$ cat src/rtl/alu_pkg.sv
// Shared ALU definitions: the ALUops encoding (also used by the ALU control
// decoder), execute-stage FSM states and the default datapath width.
package alu_pkg;

    localparam int XLEN_DEFAULT = 32;

    // Numeric values are fixed by the decoder interface; do not reorder.
    typedef enum logic [3:0] {
        OP_ADD  = 4'd0,
        OP_SUB  = 4'd1,
        OP_SLL  = 4'd2,
        OP_SRL  = 4'd3,
        OP_SRA  = 4'd4,
        OP_XOR  = 4'd5,
        OP_OR   = 4'd6,
        OP_AND  = 4'd7,
        OP_SLT  = 4'd8,
        OP_BEQ  = 4'd9,
        OP_BNE  = 4'd10,
        OP_BLT  = 4'd11,
        OP_BGE  = 4'd12,
        OP_BLTU = 4'd13,
        OP_BGEU = 4'd14,
        OP_SLTU = 4'd15
    } alu_op_e;

    typedef enum logic [1:0] {
        IDLE  = 2'd0,
        SHIFT = 2'd1,
        DONE  = 2'd2
    } exec_state_e;

endpackage

$ cat src/rtl/alu_shift_step.sv
// One step of the iterative shifter: shifts din by 0..SHIFT_STEP bits,
// left (zero fill) or right (zero or sign fill).
module alu_shift_step #(
    parameter int XLEN       = 32,
    parameter int SHIFT_STEP = 1,
    parameter int AMT_W      = $clog2(SHIFT_STEP + 1)
) (
    input  logic [XLEN-1:0]  din,
    input  logic [AMT_W-1:0] amt,
    input  logic             left,
    input  logic             arith,
    output logic [XLEN-1:0]  dout
);

    // The working value's MSB is still the original sign, so >>> replicates it.
    always_comb begin
        if (left)
            dout = din << amt;
        else if (arith)
            dout = $signed(din) >>> amt;
        else
            dout = din >> amt;
    end

endmodule

$ cat src/rtl/alu_exec_unit.sv
// Multi-cycle ALU execute stage with valid/ready on both sides.
// Single-cycle add/logic/compare/branch; shifts are iterative (SHIFT_STEP
// bits per cycle) unless ALU_EXEC_BARREL_SHIFT_EN is defined, in which case
// shifts use a combinational barrel shifter and finish in one cycle.
module alu_exec_unit
    import alu_pkg::*;
#(
    parameter int XLEN       = XLEN_DEFAULT,
    parameter int SHIFT_STEP = 1
) (
    input  logic            CLK,
    input  logic            RST,
    input  logic            FLUSH,
    input  logic            IN_VALID,
    output logic            IN_READY,
    input  logic [3:0]      ALUops,
    input  logic [XLEN-1:0] OP_A,
    input  logic [XLEN-1:0] OP_B,
    output logic            OUT_VALID,
    input  logic            OUT_READY,
    output logic [XLEN-1:0] RESULT,
    output logic            BR_TAKEN
);

    localparam int SHAMT_W = $clog2(XLEN);

    exec_state_e     state;
    logic            out_valid_q;
    logic [XLEN-1:0] result_q;
    logic            br_q;
    alu_op_e         in_op;

    assign in_op     = alu_op_e'(ALUops);
    assign IN_READY  = (state == IDLE) & ~FLUSH;
    assign OUT_VALID = out_valid_q;
    assign RESULT    = result_q;
    assign BR_TAKEN  = br_q;

    // Single-cycle evaluation; returns {br_taken, result}.
    function automatic logic [XLEN:0] alu_eval(alu_op_e op, logic [XLEN-1:0] a,
                                               logic [XLEN-1:0] b);
        logic [XLEN-1:0] r;
        logic            br;
        logic            lt, ltu, eq;
        r   = '0;
        br  = 1'b0;
        lt  = $signed(a) < $signed(b);
        ltu = a < b;
        eq  = a == b;
        case (op)
            OP_ADD:  r = a + b;
            OP_SUB:  r = a - b;
`ifdef ALU_EXEC_BARREL_SHIFT_EN
            OP_SLL:  r = a << b[SHAMT_W-1:0];
            OP_SRL:  r = a >> b[SHAMT_W-1:0];
            OP_SRA:  r = $signed(a) >>> b[SHAMT_W-1:0];
`else
            // Only reached with a zero shift amount; nonzero goes iterative.
            OP_SLL, OP_SRL, OP_SRA: r = a;
`endif
            OP_XOR:  r = a ^ b;
            OP_OR:   r = a | b;
            OP_AND:  r = a & b;
            OP_SLT:  r = XLEN'(lt);
            OP_SLTU: r = XLEN'(ltu);
            OP_BEQ:  br = eq;
            OP_BNE:  br = ~eq;
            OP_BLT:  br = lt;
            OP_BGE:  br = ~lt;
            OP_BLTU: br = ltu;
            OP_BGEU: br = ~ltu;
            default: r = '0;
        endcase
        if (br)
            r = XLEN'(1'b1);
        return {br, r};
    endfunction

`ifndef ALU_EXEC_BARREL_SHIFT_EN
    localparam int AMT_W = $clog2(SHIFT_STEP + 1);
    localparam int CW    = SHAMT_W + 1;

    logic [XLEN-1:0]    work_q;
    logic [SHAMT_W-1:0] cnt_q;
    logic               left_q, arith_q;
    logic [AMT_W-1:0]   step_amt;
    logic [SHAMT_W-1:0] cnt_nxt;
    logic [XLEN-1:0]    step_out;
    logic               in_shift;

    assign in_shift = (in_op == OP_SLL) || (in_op == OP_SRL) || (in_op == OP_SRA);

    // Shift by min(SHIFT_STEP, remaining) this cycle.
    always_comb begin
        if ({1'b0, cnt_q} >= CW'(SHIFT_STEP))
            step_amt = AMT_W'(SHIFT_STEP);
        else
            step_amt = AMT_W'(cnt_q);
        cnt_nxt = cnt_q - SHAMT_W'(step_amt);
    end

    alu_shift_step #(
        .XLEN       (XLEN),
        .SHIFT_STEP (SHIFT_STEP),
        .AMT_W      (AMT_W)
    ) u_step (
        .din   (work_q),
        .amt   (step_amt),
        .left  (left_q),
        .arith (arith_q),
        .dout  (step_out)
    );

    // Iterative shifter state: working value, remaining count, direction.
    always_ff @(posedge CLK or posedge RST) begin
        if (RST) begin
            work_q  <= '0;
            cnt_q   <= '0;
            left_q  <= 1'b0;
            arith_q <= 1'b0;
        end else if (FLUSH) begin
            cnt_q   <= '0;
        end else if (state == IDLE && IN_VALID && in_shift) begin
            work_q  <= OP_A;
            cnt_q   <= OP_B[SHAMT_W-1:0];
            left_q  <= (in_op == OP_SLL);
            arith_q <= (in_op == OP_SRA);
        end else if (state == SHIFT) begin
            work_q  <= step_out;
            cnt_q   <= cnt_nxt;
        end
    end
`endif

    // Control FSM with registered result, branch flag and output valid.
    always_ff @(posedge CLK or posedge RST) begin
        if (RST) begin
            state       <= IDLE;
            out_valid_q <= 1'b0;
            result_q    <= '0;
            br_q        <= 1'b0;
        end else if (FLUSH) begin
            // RESULT intentionally keeps its last value.
            state       <= IDLE;
            out_valid_q <= 1'b0;
        end else begin
            case (state)
                IDLE: begin
                    if (IN_VALID) begin
`ifndef ALU_EXEC_BARREL_SHIFT_EN
                        if (in_shift && OP_B[SHAMT_W-1:0] != '0) begin
                            state <= SHIFT;
                        end else
`endif
                        begin
                            {br_q, result_q} <= alu_eval(in_op, OP_A, OP_B);
                            out_valid_q      <= 1'b1;
                            state            <= DONE;
                        end
                    end
                end
`ifndef ALU_EXEC_BARREL_SHIFT_EN
                SHIFT: begin
                    if (cnt_nxt == '0) begin
                        result_q    <= step_out;
                        br_q        <= 1'b0;
                        out_valid_q <= 1'b1;
                        state       <= DONE;
                    end
                end
`endif
                DONE: begin
                    if (OUT_READY) begin
                        out_valid_q <= 1'b0;
                        state       <= IDLE;
                    end
                end
                default: state <= IDLE;
            endcase
        end
    end

endmodule

$ cat config.mk
export PLATFORM = sky130hd
export DESIGN_NAME = alu_exec_unit
export DESIGN_NICKNAME = d
export VERILOG_FILES = /design/src/rtl/alu_pkg.sv /design/src/rtl/alu_shift_step.sv /design/src/rtl/alu_exec_unit.sv
export SDC_FILE = /design/constraint.sdc
export NUM_CORES = 1
export LEC_CHECK = 0
export BUFFER_PORTS_ARGS = -buffer_cell sky130_fd_sc_hd__buf_2
export CORE_MARGIN = 3
export CORE_UTILIZATION = 40
export DETAILED_ROUTE_END_ITERATION = 10
export PLACE_DENSITY = 0.59
export SLEW_MARGIN = 20
export SYNTH_ARGS = -nofsm -noshare
export SYNTH_HDL_FRONTEND = slang
export SYNTH_SLANG_ARGS = --single-unit
$ cat constraint.sdc
create_clock -name CLK -period 3.35 [get_ports CLK]
set_clock_uncertainty 0.1 [all_clocks]
set_input_delay 0.335 -clock CLK [delete_from_list [all_inputs] [get_ports CLK]]
set_output_delay 0.335 -clock CLK [all_outputs]
set_load 0.1 [all_outputs]
==> results.toml <==
[global_route]
grt_usage_pct = 28.6
grt_pass1_vias = 11000
grt-ovfl-total = 0
grt_pass1_wl_um = 61200
grt_max_degree = 39
antenna_found_initial = 0

[critical_path]
worst-setup-path-type = "reg2reg"
crit_start = "cnt_q[2]$_DFFE_PP0P_"
cp_max_fo = 13
path_delay_family = "compound AO/OA/AOI/OAI gates"
critPathBufInv = 0
crit_chain = "nor2_1 > a21oi_1 > ha_2 > xnor2_1 > nand3b_1 > o31a_1 > a211o_2 > or4_1 > a21oi_1 > or4_1 > nand3_1"
cpPeakStageDelay_ps = 510
reg2reg_from = "cnt_q[2]$_DFFE_PP0P_"
end_kind = "flip-flop"
arrival_ps = 3250
startpoint_type = "flip-flop"
cpMaxStageDelayCell = "or4_1"
critPathRequiredTime_ps = 3490

[place]
post-dp-hpwl_um = 30500
dp_cells = 1858
dpl_worst_slack_ps = -122
gp_congestion = 1.01
dpl_cell_area_um2 = 11600
io_buffers = 107

[final_layout]
drive_gt1_share_pct = 16.5
syn_to_final_growth_pct = 17.5
fin_cells = 1874
final_nets = 1737
n_fill_cell = 2537
final_area_um2 = 12000
diodes = 0

[sta]
period_needed_ps = 3110
worst_slack_ps = 239
worstMarginPinSlew_ps = 816
hold_viol_final = 15
whs_ps = -20.2
clock.fmax_mhz = 321
slew_violations = 0
finalCritPeriodShare_pct = 92.9
setup_viol = 0
timing.slew.headroom_pct = 45.2

[synth]
ys_types = 74
yosys_most_used_dff = "dfrtp_1"
yosys_warnings = 0
syn_inst = 1414
syn_area_um2 = 10200
avgSynthCellArea_um2 = 7.20
synth-edff-count = 0
synth-seq-area-share_pct = 18.4
ys_top_cells_by_area = "dfrtp_1 (18%), ha_1 (14%), a21oi_1 (7.6%)"
async_flop_share_pct = 100
ys_ff_latch = 75
synth_top_area_share_pct = 18.4
yosysTopAreaCell = "dfrtp_1"
syn-num-nets = 1606

[detailed_routing]
wl_per_cell_um = 21.1
vias = 11500
drt_iter0_drc = 1235
ant_nets = 0
drt-vias-per-instance = 6.12
routed_wirelength_um = 39500
drc = 0
drt_first_pass_iters = 6

[clock_tree]
cts_root_buf = "clkbuf_16"
htree_levels = 3
cts_buffers = 9
post_cts_resized = 0
worstSkewPairLatency_ps = 350
cts_buffer_depth = 2
clk_pin_slew_ps = 70
cts_tree = "yes"
post_cts_buffers = 0
clock_sinks = 75
hold_buffers = 0

[run_status]
violations = "negative hold slack"
status = "finished, violations left"

[power_and_ir_drop]
powerDensity_nw_per_um2 = 520
switching_share_pct = 51.7
seqPwrFrac_pct = 24.7
pwr-share-clk_pct = 19.0
power_mw = 6.22
ir_drop_uv = 501
p_sw_mw = 3.21
intPower_mw = 3.01
p_leak_nw = 5.59
p_comb_share_pct = 56.3

[die]
rows = 57
coreArea_um2 = 24700
die_h_um = 166
dieArea_um2 = 27400
ioPinCount = 108
initial_core_util_pct = 41.3
die_w_um = 166

[min_path]
hp-class = "in2async"

[job]
cap_violations = 0
## power by group through the flow
stage	Sequential (mW)	Clock, mW	Combinational, mW
after floorplan	2.46	0	1.60
after global placement	1.54	0	3.43
after detailed placement	1.54	0	3.46
after CTS	1.53	1.21	3.47
after global routing	1.58	1.23	3.79
final	1.53	1.18	3.50
## cell type report
| cell class | count | area, um^2 | area share [%] |
|---|---|---|---|
| repair buffers | 214 | 1380 | 11.5 |
| inverters | 119 | 448 | 3.74 |
| multi-input cells | 1126 | 7520 | 62.8 |
| clock inverters | 5 | 100 | 0.836 |
| well taps | 324 | 405 | 3.39 |
| flip-flops and latches | 75 | 1880 | 15.7 |
| clock buffers | 11 | 243 | 2.03 |
## through the flow
| stage | utilization, % | hold WS [ps] | setup TNS (ps) |
|---|---|---|---|
| 2_1_floorplan | - | 366 | 0 |
| 3_3_place_gp | 47.1 | 357 | -26.7 |
| 6_report | 48.5 | -20.2 | 0 |
| 3_5_place_dp | 47.1 | 360 | -186 |
| 4_1_cts | 48.5 | 6.86 | 0 |
| 5_1_grt | 48.5 | 30.9 | -38.6 |
## cells in the final DEF, fill, tap and decap left out, types with 7 or more instances in the layout
master     count
a2111oi_0      7
a211oi_1      18
a21o_1        18
a21oi_1      152
a221o_1        8
a221oi_1      17
a22o_1         7
a22oi_1       20
a31oi_1       22
and3_1         8
buf_2        107
buf_4        104
clkbuf_16      9
dfrtp_1       75
ha_1         115
inv_1        118
mux2_2         7
mux2i_1       52
nand2_1      133
nand2b_1      18
nand3_1       23
nand3b_1       7
nand4_1       10
nor2_1       132
nor2b_1       15
nor3_1        28
nor4_1        12
o2111ai_1      9
o211ai_1      16
o21a_1         9
o21ai_0      114
o21bai_1      11
o221ai_1       7
o22ai_1       16
o31ai_1       13
or3_1          7
xnor2_1        8
## metal layers
layer	wire length (um)	part of all wire [%]	track usage, %	vias up
met3	2620	6.6	4.46	105
met4	1690	4.3	13.0	0
met2	17600	45	45.1	498
li1	-	-	-	5376
met1	17600	44	38.4	5498
met5	0	0	0	-
## logic make-up after synthesis
kind of cell	share of synthesized area, %
buf+inv	8.14
xor+xnor	0.774
compound gates	32.9
simple gates	19.1
flops	18.4
mux	5.89
fa+ha+maj	14.8
## flip-flops by register name, indices dropped and copies added, names as in the netlist
register and count:
RESULT 32, work_q 32, cnt_q 5, state 2, BR_TAKEN 1, OUT_VALID 1, arith_q 1, left_q 1
## worst paths after layout
kind                                          end  slack (ps)  depth (start not counted)
max                        RESULT[25]$_DFFE_PP0P_         240                         11
min                          cnt_q[1]$_DFFE_PP0P_         -20                          2
max reg2reg                RESULT[25]$_DFFE_PP0P_         240                         11
min reg2reg                RESULT[23]$_DFFE_PP0P_         370                          2
max in group asynchronous  work_q[20]$_DFFE_PP0P_        2480                          3
min in group CLK            OUT_VALID$_DFFE_PP0P_         190                          2
## cell usage after synthesis, types with 9 or more instances
cell,instances
mux2i_1,52
a31oi_1,22
a211oi_1,18
a21oi_1,154
a22oi_1,20
clkbuf_1,71
o21bai_1,11
a221oi_1,17
o21ai_0,114
o22ai_1,16
nand2_1,133
inv_1,119
a21o_1,18
nor4_1,13
o21a_1,9
nor2b_1,15
nor3_1,29
nand4_1,10
o31ai_1,13
nor2_1,132
dfrtp_1,75
nand3_1,23
buf_1,10
o211ai_1,16
nand2b_1,18
ha_1,117
o2111ai_1,9
Note: power is estimated with default switching activity, not from simulation.
